File: config.mk
export PLATFORM = sky130hd
export DESIGN_NAME = alu_sequencer_flat
export DESIGN_NICKNAME = d
export VERILOG_FILES = /design/src/rtl/alu_sequencer_if.sv /design/src/rtl/alu_sequencer.sv /design/src/flat_wrapper.sv
export SDC_FILE = /design/constraint.sdc
export NUM_CORES = 1
export LEC_CHECK = 0
export BUFFER_PORTS_ARGS = -buffer_cell sky130_fd_sc_hd__buf_4
export CORE_MARGIN = 2
export CORE_UTILIZATION = 50
export CTS_BUF_LIST = sky130_fd_sc_hd__clkbuf_16
export DETAILED_ROUTE_END_ITERATION = 6
export GPL_ROUTABILITY_DRIVEN = 0
export HOLD_SLACK_MARGIN = 0.03
export PLACE_DENSITY = 0.74
export SYNTH_ARGS = -nofsm -noshare
export SYNTH_HDL_FRONTEND = slang
export SYNTH_SLANG_ARGS = --single-unit
File: constraint.sdc
create_clock -name clk -period 2.6 [get_ports clk]
set_clock_uncertainty 0.05 [all_clocks]
set_input_delay 0.26 -clock clk [delete_from_list [all_inputs] [get_ports clk]]
set_output_delay 0.26 -clock clk [all_outputs]
set_load 0.02 [all_outputs]
File: src/rtl/alu_sequencer_if.sv
// -----------------------------------------------------------------------------
// alu_sequencer_if
// Bundles the sequencer's control, instruction-memory, issue and result
// signals so that the sequencer and its environment share one port.
//
//   start, prog_len             program launch request and length
//   busy, done, err             run status
//   imem_en, imem_addr          synchronous instruction memory read port
//   imem_rdata                  read data, valid the cycle after imem_en
//   exec_valid                  one-cycle issue strobe to decoder/ALU
//   exec_opcode, exec_operand   fields of the issued instruction
//   res_valid, res_ready        result handshake toward write-back
//
// modport master : the sequencer side
// modport slave  : the environment side (memory, decoder/ALU, write-back)
// -----------------------------------------------------------------------------
interface alu_sequencer_if #(
    parameter int OPCODE_WIDTH  = 3,
    parameter int OPERAND_WIDTH = 8,
    parameter int ADDR_WIDTH    = 8
);
    logic                                  start;
    logic [ADDR_WIDTH-1:0]                 prog_len;
    logic                                  busy;
    logic                                  done;
    logic                                  err;
    logic                                  imem_en;
    logic [ADDR_WIDTH-1:0]                 imem_addr;
    logic [OPCODE_WIDTH+OPERAND_WIDTH-1:0] imem_rdata;
    logic                                  exec_valid;
    logic [OPCODE_WIDTH-1:0]               exec_opcode;
    logic [OPERAND_WIDTH-1:0]              exec_operand;
    logic                                  res_valid;
    logic                                  res_ready;

    modport master (
        input  start, prog_len, imem_rdata, res_ready,
        output busy, done, err, imem_en, imem_addr,
               exec_valid, exec_opcode, exec_operand, res_valid
    );

    modport slave (
        output start, prog_len, imem_rdata, res_ready,
        input  busy, done, err, imem_en, imem_addr,
               exec_valid, exec_opcode, exec_operand, res_valid
    );
endinterface

File: src/rtl/alu_sequencer.sv
// -----------------------------------------------------------------------------
// alu_sequencer
// Multi-cycle program sequencer for the ALU datapath. Fetches instruction
// words ({opcode, operand}, opcode in the MSBs) from a synchronous program
// store, issues each one to the decoder/ALU as a one-cycle strobe and applies
// per-opcode timing: execute latency for ADD/MAC, a valid/ready result
// handshake toward write-back, and an exact-length stall for WAIT.
//
// Ports:
//   clk    in  clock, all state on the rising edge
//   rst_n  in  asynchronous active-low reset
//   bus    alu_sequencer_if.master (see interface header for the signals)
//
// All outputs come from registers or from a decode of the state register;
// no input reaches an output combinationally.
//
// state    | meaning
// ---------+-----------------------------------------------------------
// S_IDLE   | waiting for start; done pulses here after a program ends
// S_FETCH  | imem_en high, imem_addr = pc
// S_DECODE | memory data valid, latched into exec_opcode/exec_operand
// S_ISSUE  | exec_valid high for this cycle only; dispatch on opcode
// S_EXEC   | ALU latency count-down for ADD/MAC
// S_WB     | res_valid high until res_ready accepts the result
// S_WAIT   | stall for exactly operand cycles
// -----------------------------------------------------------------------------
module alu_sequencer #(
    parameter int OPCODE_WIDTH  = 3,
    parameter int OPERAND_WIDTH = 8,
    parameter int ADDR_WIDTH    = 8,
    parameter int MAC_LATENCY   = 2
) (
    input  logic            clk,
    input  logic            rst_n,
    alu_sequencer_if.master bus
);

    localparam logic [OPCODE_WIDTH-1:0] OP_ADD  = OPCODE_WIDTH'(1);
    localparam logic [OPCODE_WIDTH-1:0] OP_MAC  = OPCODE_WIDTH'(2);
    localparam logic [OPCODE_WIDTH-1:0] OP_WAIT = OPCODE_WIDTH'(3);
    localparam logic [OPCODE_WIDTH-1:0] OP_SETB = OPCODE_WIDTH'(4);
    localparam logic [OPCODE_WIDTH-1:0] OP_SETD = OPCODE_WIDTH'(5);
    localparam logic [OPCODE_WIDTH-1:0] OP_SETE = OPCODE_WIDTH'(6);

    localparam int LAT_W = (MAC_LATENCY < 1) ? 1 : $clog2(MAC_LATENCY + 1);
    localparam int IW    = OPCODE_WIDTH + OPERAND_WIDTH;

    typedef enum logic [2:0] {
        S_IDLE,
        S_FETCH,
        S_DECODE,
        S_ISSUE,
        S_EXEC,
        S_WB,
        S_WAIT
    } state_t;

    state_t                   state;
    state_t                   state_nxt;

    logic [ADDR_WIDTH-1:0]    pc;
    logic [ADDR_WIDTH-1:0]    len_q;
    logic [LAT_W-1:0]         lat_cnt;
    logic [OPERAND_WIDTH-1:0] wait_cnt;
    logic [OPCODE_WIDTH-1:0]  op_q;
    logic [OPERAND_WIDTH-1:0] operand_q;
    logic                     err_q;
    logic                     done_q;

    // advance: the current instruction finishes this cycle (the NEXT action)
    logic                     advance;
    logic                     is_last;

    assign is_last = ((pc + ADDR_WIDTH'(1)) == len_q);

    // ---------------------------------------------------------------- state
    always_ff @(posedge clk or negedge rst_n) begin
        if (!rst_n) begin
            state <= S_IDLE;
        end else begin
            state <= state_nxt;
        end
    end

    // ----------------------------------------------------------- next state
    always_comb begin
        state_nxt = state;
        advance   = 1'b0;
        case (state)
            S_IDLE: begin
                if (bus.start && (bus.prog_len != '0)) begin
                    state_nxt = S_FETCH;
                end
            end
            S_FETCH:  state_nxt = S_DECODE;
            S_DECODE: state_nxt = S_ISSUE;
            S_ISSUE: begin
                case (op_q)
                    OP_ADD, OP_MAC: state_nxt = S_EXEC;
                    OP_WAIT: begin
                        if (operand_q != '0) begin
                            state_nxt = S_WAIT;
                        end else begin
                            advance = 1'b1;
                        end
                    end
                    default: advance = 1'b1;
                endcase
            end
            S_EXEC: begin
                // counter reaches zero on this decrement
                if (lat_cnt == LAT_W'(1)) begin
                    state_nxt = S_WB;
                end
            end
            S_WB: begin
                if (bus.res_ready) begin
                    advance = 1'b1;
                end
            end
            S_WAIT: begin
                if (wait_cnt == OPERAND_WIDTH'(1)) begin
                    advance = 1'b1;
                end
            end
            default: state_nxt = S_IDLE;
        endcase

        if (advance) begin
            state_nxt = is_last ? S_IDLE : S_FETCH;
        end
    end

    // -------------------------------------------------------------- outputs
    always_comb begin
        bus.imem_en      = (state == S_FETCH);
        bus.exec_valid   = (state == S_ISSUE);
        bus.res_valid    = (state == S_WB);
        bus.busy         = (state != S_IDLE);
        bus.imem_addr    = pc;
        bus.exec_opcode  = op_q;
        bus.exec_operand = operand_q;
        bus.err          = err_q;
        bus.done         = done_q;
    end

    // ------------------------------------------------------------- datapath
    always_ff @(posedge clk or negedge rst_n) begin
        if (!rst_n) begin
            pc        <= '0;
            len_q     <= '0;
            lat_cnt   <= '0;
            wait_cnt  <= '0;
            op_q      <= '0;
            operand_q <= '0;
            err_q     <= 1'b0;
            done_q    <= 1'b0;
        end else begin
            done_q <= 1'b0;

            case (state)
                S_IDLE: begin
                    if (bus.start) begin
                        len_q <= bus.prog_len;
                        pc    <= '0;
                        err_q <= 1'b0;
                        // an empty program completes immediately
                        if (bus.prog_len == '0) begin
                            done_q <= 1'b1;
                        end
                    end
                end
                S_DECODE: begin
                    op_q      <= bus.imem_rdata[IW-1 -: OPCODE_WIDTH];
                    operand_q <= bus.imem_rdata[OPERAND_WIDTH-1:0];
                end
                S_ISSUE: begin
                    case (op_q)
                        OP_ADD:  lat_cnt  <= LAT_W'(1);
                        OP_MAC:  lat_cnt  <= LAT_W'(MAC_LATENCY);
                        OP_WAIT: wait_cnt <= operand_q;
                        OP_SETB, OP_SETD, OP_SETE: begin
                        end
                        default: err_q <= 1'b1;
                    endcase
                end
                S_EXEC: lat_cnt  <= lat_cnt - LAT_W'(1);
                S_WAIT: wait_cnt <= wait_cnt - OPERAND_WIDTH'(1);
                default: begin
                end
            endcase

            if (advance) begin
                if (is_last) begin
                    done_q <= 1'b1;
                end else begin
                    pc <= pc + ADDR_WIDTH'(1);
                end
            end
        end
    end

endmodule

File: src/flat_wrapper.sv
// flat-port wrapper written by rule: the top's interface ports become plain ports
module alu_sequencer_flat 
#(
    parameter int OPCODE_WIDTH  = 3,
    parameter int OPERAND_WIDTH = 8,
    parameter int ADDR_WIDTH    = 8,
    parameter int MAC_LATENCY   = 2
)
  (clk, rst_n, bus_start, bus_prog_len, bus_imem_rdata, bus_res_ready, bus_busy, bus_done, bus_err, bus_imem_en, bus_imem_addr, bus_exec_valid, bus_exec_opcode, bus_exec_operand, bus_res_valid);
  alu_sequencer_if #(.OPCODE_WIDTH(OPCODE_WIDTH), .OPERAND_WIDTH(OPERAND_WIDTH), .ADDR_WIDTH(ADDR_WIDTH)) bus_i ();
  input  logic clk;
  input  logic rst_n;
  input wire logic [$bits(bus_i.start)-1:0] bus_start;
  input wire logic [$bits(bus_i.prog_len)-1:0] bus_prog_len;
  input wire logic [$bits(bus_i.imem_rdata)-1:0] bus_imem_rdata;
  input wire logic [$bits(bus_i.res_ready)-1:0] bus_res_ready;
  output wire logic [$bits(bus_i.busy)-1:0] bus_busy;
  output wire logic [$bits(bus_i.done)-1:0] bus_done;
  output wire logic [$bits(bus_i.err)-1:0] bus_err;
  output wire logic [$bits(bus_i.imem_en)-1:0] bus_imem_en;
  output wire logic [$bits(bus_i.imem_addr)-1:0] bus_imem_addr;
  output wire logic [$bits(bus_i.exec_valid)-1:0] bus_exec_valid;
  output wire logic [$bits(bus_i.exec_opcode)-1:0] bus_exec_opcode;
  output wire logic [$bits(bus_i.exec_operand)-1:0] bus_exec_operand;
  output wire logic [$bits(bus_i.res_valid)-1:0] bus_res_valid;
  assign bus_i.start = bus_start;
  assign bus_i.prog_len = bus_prog_len;
  assign bus_i.imem_rdata = bus_imem_rdata;
  assign bus_i.res_ready = bus_res_ready;
  assign bus_busy = bus_i.busy;
  assign bus_done = bus_i.done;
  assign bus_err = bus_i.err;
  assign bus_imem_en = bus_i.imem_en;
  assign bus_imem_addr = bus_i.imem_addr;
  assign bus_exec_valid = bus_i.exec_valid;
  assign bus_exec_opcode = bus_i.exec_opcode;
  assign bus_exec_operand = bus_i.exec_operand;
  assign bus_res_valid = bus_i.res_valid;
  alu_sequencer #(.OPCODE_WIDTH(OPCODE_WIDTH), .OPERAND_WIDTH(OPERAND_WIDTH), .ADDR_WIDTH(ADDR_WIDTH), .MAC_LATENCY(MAC_LATENCY)) u_core (.clk(clk), .rst_n(rst_n), .bus(bus_i));
endmodule
# Word level (Yosys, flattened, before mapping)
# Cells that the tools add are included.
# word_totals
regBits	42
output_inout_bits	25
elab_cells	81
# op_classes
addsub	3
n_eq_ne	24
n_mux	28
n_reduce_logical	17
# op_table
op	n
two-way mux 8 bit	5
equality test 3 bit, second input constant	6
case mux 3 bit (6 select lines)	1
case mux 8 bit (2 select lines)	1
nonzero test 8 bit	2
equality test 3 x 2 -> 1 bit, second input constant	4
two-way mux 3 bit	4
two-way mux 1 bit	11
inequality test 3 x 1 -> 1 bit, second input constant	3
adder 8 x 1 -> 8 bit, second input constant	1
equality test 8 x 1 -> 1 bit, second input constant	1
equality test 8 bit	1
zero test 8 bit	1
case mux 2 bit (2 select lines)	2
subtractor 8 x 1 -> 8 bit, second input constant	1
equality test 3 x 1 -> 1 bit, second input constant	2
case mux 3 bit (2 select lines)	1
AND reduction 2 bit	3
nonzero test 2 bit	3
OR reduction 6 bit	1
AND reduction 5 bit	1
inequality test 2 x 1 -> 1 bit, second input constant	2
inequality test 2 bit, second input constant	2
inequality test 4 x 1 -> 1 bit, second input constant	1
10 further kinds	12

# Longest topological paths before layout
# logic_depth
ltp_word	6
depth_mapped	9

# Worst setup path after synthesis
# Ideal clock, no wire load.
# synth_path
kind	reg-to-reg
startpoint	reg u_core.pc[0], in the netlist u_core.bus.imem_addr[0]
endpoint	reg u_core.pc[2], in the netlist u_core.bus.imem_addr[2]
setup_ns	0.126
arrival_time_ns	2.142
t_required_ns	2.424
setup_slack_ns	0.282
path_stages_with_launch	8
cell_sequence	dfrtp_1 -> ha_1 -> xnor2_1 -> o311ai_1 -> a2111oi_2 -> a41oi_2 -> buf_6 -> a221o_1
# synth_between
elab_chain_len	4
# synth_rtl
element	line_no	source
from (decl)	alu_sequencer.sv:61	logic [ADDR_WIDTH-1:0] pc;
from (signal assigned)	alu_sequencer.sv:197	pc <= pc + ADDR_WIDTH'(1);
adder 8 x 1 -> 8 bit *	alu_sequencer.sv:74, alu_sequencer.sv:197	
equality test 8 bit	alu_sequencer.sv:74	assign is_last = ((pc + ADDR_WIDTH'(1)) == len_q);
two-way mux 8 bit *	alu_sequencer.sv:194	if (is_last) begin
two-way mux 8 bit *	alu_sequencer.sv:193	if (advance) begin
# Mark *: on every way between the ends. The rest lies on a longest branch, timed or not.
# A chain may end at the register's enable or synchronous reset.

# Worst setup path after layout
# layout_path
startpoint	reg u_core.pc[1], in the netlist u_core.bus.imem_addr[1]
endpoint	reg u_core.pc[5], in the netlist u_core.bus.imem_addr[5]
# Same word-level chain as after synthesis.

==> out/qor.csv <==
metric,value,unit
status,completed,
endpoint_kind,flip-flop,
track_usage,0.214,
antenna_found_initial,0,
fill_cells,385,
path_cells,ha_1 > a31oi_1 > o21a_1 > a2111oi_2 > a41oi_2 > and3_1 > a221o_1,
cts_root_buf,clkbuf_16,
crit_buf_inv,0,
initial_utilization,0.509,
dr.pass1.iters,4,
die_h,72.9,um
startpoint_type,flip-flop,
holdWs,0.159,ns
rows,25,
cpLargestDelayFamily,compound AO/OA/AOI/OAI gates,
worst_slack,0.135,ns
area_growth,23.1,%
maxSlewViolCount,0,
setup_tns,0,ns
fmax,406,MHz
ys_warn_count,0,
clock_latency,0.28,ns
hold_path_class,input port to flip-flop,
ys.flop_type,dfrtp_1,
r2r-end,u_core.bus.imem_addr[5]$_DFF_PN0_,
critPathSlowestCell,dfrtp_1,
fin_cells,340,
peakVddDrop,0.666,mV
rrSetupSlack,0.13,ns
p_leak,1.31,nW
min_period,2.47,ns
drive_gt1_frac,0.301,
criticalPathCategory,flip-flop to flip-flop,
fin_crit_sh,0.948,
pwr_density_cell,1170,nW/um2
critPathArrivalTime,2.58,ns
htree_levels,2,
avgSynthCellArea,10.0,um2
cts-resized-gates,0,
rr_worst_depth,7,
ant_nets,0,
overflow,0,
tightest_slew,0.698,ns
setup.worst_path.start,u_core.bus.imem_addr[1]$_DFF_PN0_,
io_buffers,47,
vias,2013,
drc_errors,0,
maxCapViolCount,0,
timing.rr.start,u_core.bus.imem_addr[1]$_DFF_PN0_,
routed_wl,5.30,mm
crit_required,2.71,ns
cts.sinks,42,
wl_per_cell,15.6,um
tritoncts,built,
synth_nets,264,
yosysUniqueCellTypes,51,
worst-path-max-fanout,10,
cts_setup_buffers,0,
nets,312,
dp_cells,331,
setup_viol,0,
clk_pin_slew,0.06,ns
place_ws,0.193,ns
synth_edf_count,0,
die_w,72.9,um
ctsHoldBuffers,1,
syn_area,2370,um2
diodes,0,
ys_seq_area_frac,0.443,
rsz0062_at_grt,no,
drtIter0Drc,180,
ys_seq_elements,42,
viasPerCell,5.92,
max_stage_delay,0.40,ns
first_global_vias,1841,
grt_pass1_wl,8.85,mm
core,4660,um2
cts_buffers,5,
synthArstFlopShare,1.00,
path_depth,7,
dieArea,5310,um2
hold_viol,0,
cp-endpoint,u_core.bus.imem_addr[5]$_DFF_PN0_,
max_slew_margin,0.531,
dpl.hpwl,3.78,mm
syn_inst,237,
clock_path_buffers,2,
ioPinCount,48,
grt_max_degree,43,
==> synth_stat cells, types with 3 or more instances <==
library cell  number  area share
nor4_1             5       0.013
ha_1               4       0.021
mux2_2            22        0.10
nor2_1            13       0.021
a31oi_1            3      0.0079
a21oi_1           13       0.027
o22ai_1            4       0.011
and3b_1            3       0.011
nand2b_1           3      0.0079
nor3_1             6       0.013
nand2_1           19       0.030
xor2_1             5       0.018
clkbuf_1           8       0.013
xnor2_1            6       0.022
dfrtp_1           42        0.44
nor3b_1            3      0.0095
o21ai_0           14       0.030
and3_1             4       0.011
inv_1             11       0.017
nand4_1            4       0.011
nand3_1            6       0.013
==> flip-flops by register name, indices dropped and copies added, names as in the netlist <==
register and cells:
u_core.len_q 8, u_core.wait_cnt 8, u_core.bus.imem_addr 8, u_core.bus.done 1
u_core.bus.err 1, u_core.bus.exec_operand 8, u_core.state 3, u_core.lat_cnt 2
u_core.bus.exec_opcode 3
==> stage by stage <==
stage | power [mW] | util | cell area, um2
after global placement | 2.79 | 0.594 | 2770
after floorplan | 2.30 | - | 2370
final | 3.42 | 0.626 | 2920
after detailed placement | 2.82 | 0.594 | 2770
after global routing | 3.66 | 0.626 | 2920
after CTS | 3.44 | 0.626 | 2920
==> cell usage in the layout (no fill, tap or decap), drive strengths merged, types with 4 or more instances in the layout <==
| cell | instances |
|---|---|
| nand2 | 19 |
| buf | 53 |
| and3 | 4 |
| o21ai | 14 |
| nand4 | 4 |
| ha | 4 |
| nand3 | 7 |
| nor3 | 6 |
| dfrtp | 42 |
| xnor2 | 6 |
| clkbuf | 5 |
| inv | 11 |
| mux2 | 22 |
| a21oi | 14 |
| xor2 | 5 |
| nor2 | 13 |
| o22ai | 4 |
| nor4 | 5 |
==> routing by layer <==
| metal | vias up | wire [um] | track usage |
|---|---|---|---|
| met5 | - | 0 | 0 |
| met4 | 0 | 81 | 0.0761 |
| met3 | 8 | 227 | 0.0497 |
| met2 | 43 | 2410 | 0.307 |
| met1 | 987 | 2580 | 0.317 |
| li1 | 975 | - | - |
==> report_power, final <==
part	leakage, nW	switching (mW)	total (mW)	internal (mW)
clock network	0.0672	0.254	0.604	0.351
registers	0.500	0.359	1.28	0.924
logic	0.738	0.781	1.53	0.752
==> worst min-delay path by stage <==
stage                      startpoint                                      to  cells past startpoint
floorplan                       rst_n               u_core.bus.done$_DFF_PN0_                      0
global placement                rst_n   u_core.bus.exec_opcode[2]$_DFFE_PN0N_                      1
detailed placement              rst_n   u_core.bus.exec_opcode[2]$_DFFE_PN0N_                      1
CTS                 bus_imem_rdata[8]   u_core.bus.exec_opcode[0]$_DFFE_PN0N_                      2
global route        bus_imem_rdata[4]  u_core.bus.exec_operand[4]$_DFFE_PN0N_                      2
finish              bus_imem_rdata[7]  u_core.bus.exec_operand[7]$_DFFE_PN0N_                      2
==> cells by family after synthesis <==
family,after synthesis,share of synthesized area
flops,42,0.443
simple gates,77,0.179
xor+xnor,11,0.0406
buf+inv,24,0.0470
compound gates,56,0.160
fa+ha+maj,5,0.0253
mux,22,0.104
==> area by class of cell <==
| type | instances | area, um2 | area share |
|---|---|---|---|
| clock inverters | 3 | 16.3 | 0.00557 |
| multi-input cells | 171 | 1210 | 0.414 |
| well taps | 54 | 67.6 | 0.0232 |
| repair buffers | 54 | 408 | 0.140 |
| inverters | 11 | 41.3 | 0.0142 |
| flip-flops and latches | 42 | 1050 | 0.360 |
| clock buffers | 5 | 125 | 0.0429 |
Power figures use the tool's default switching activity.
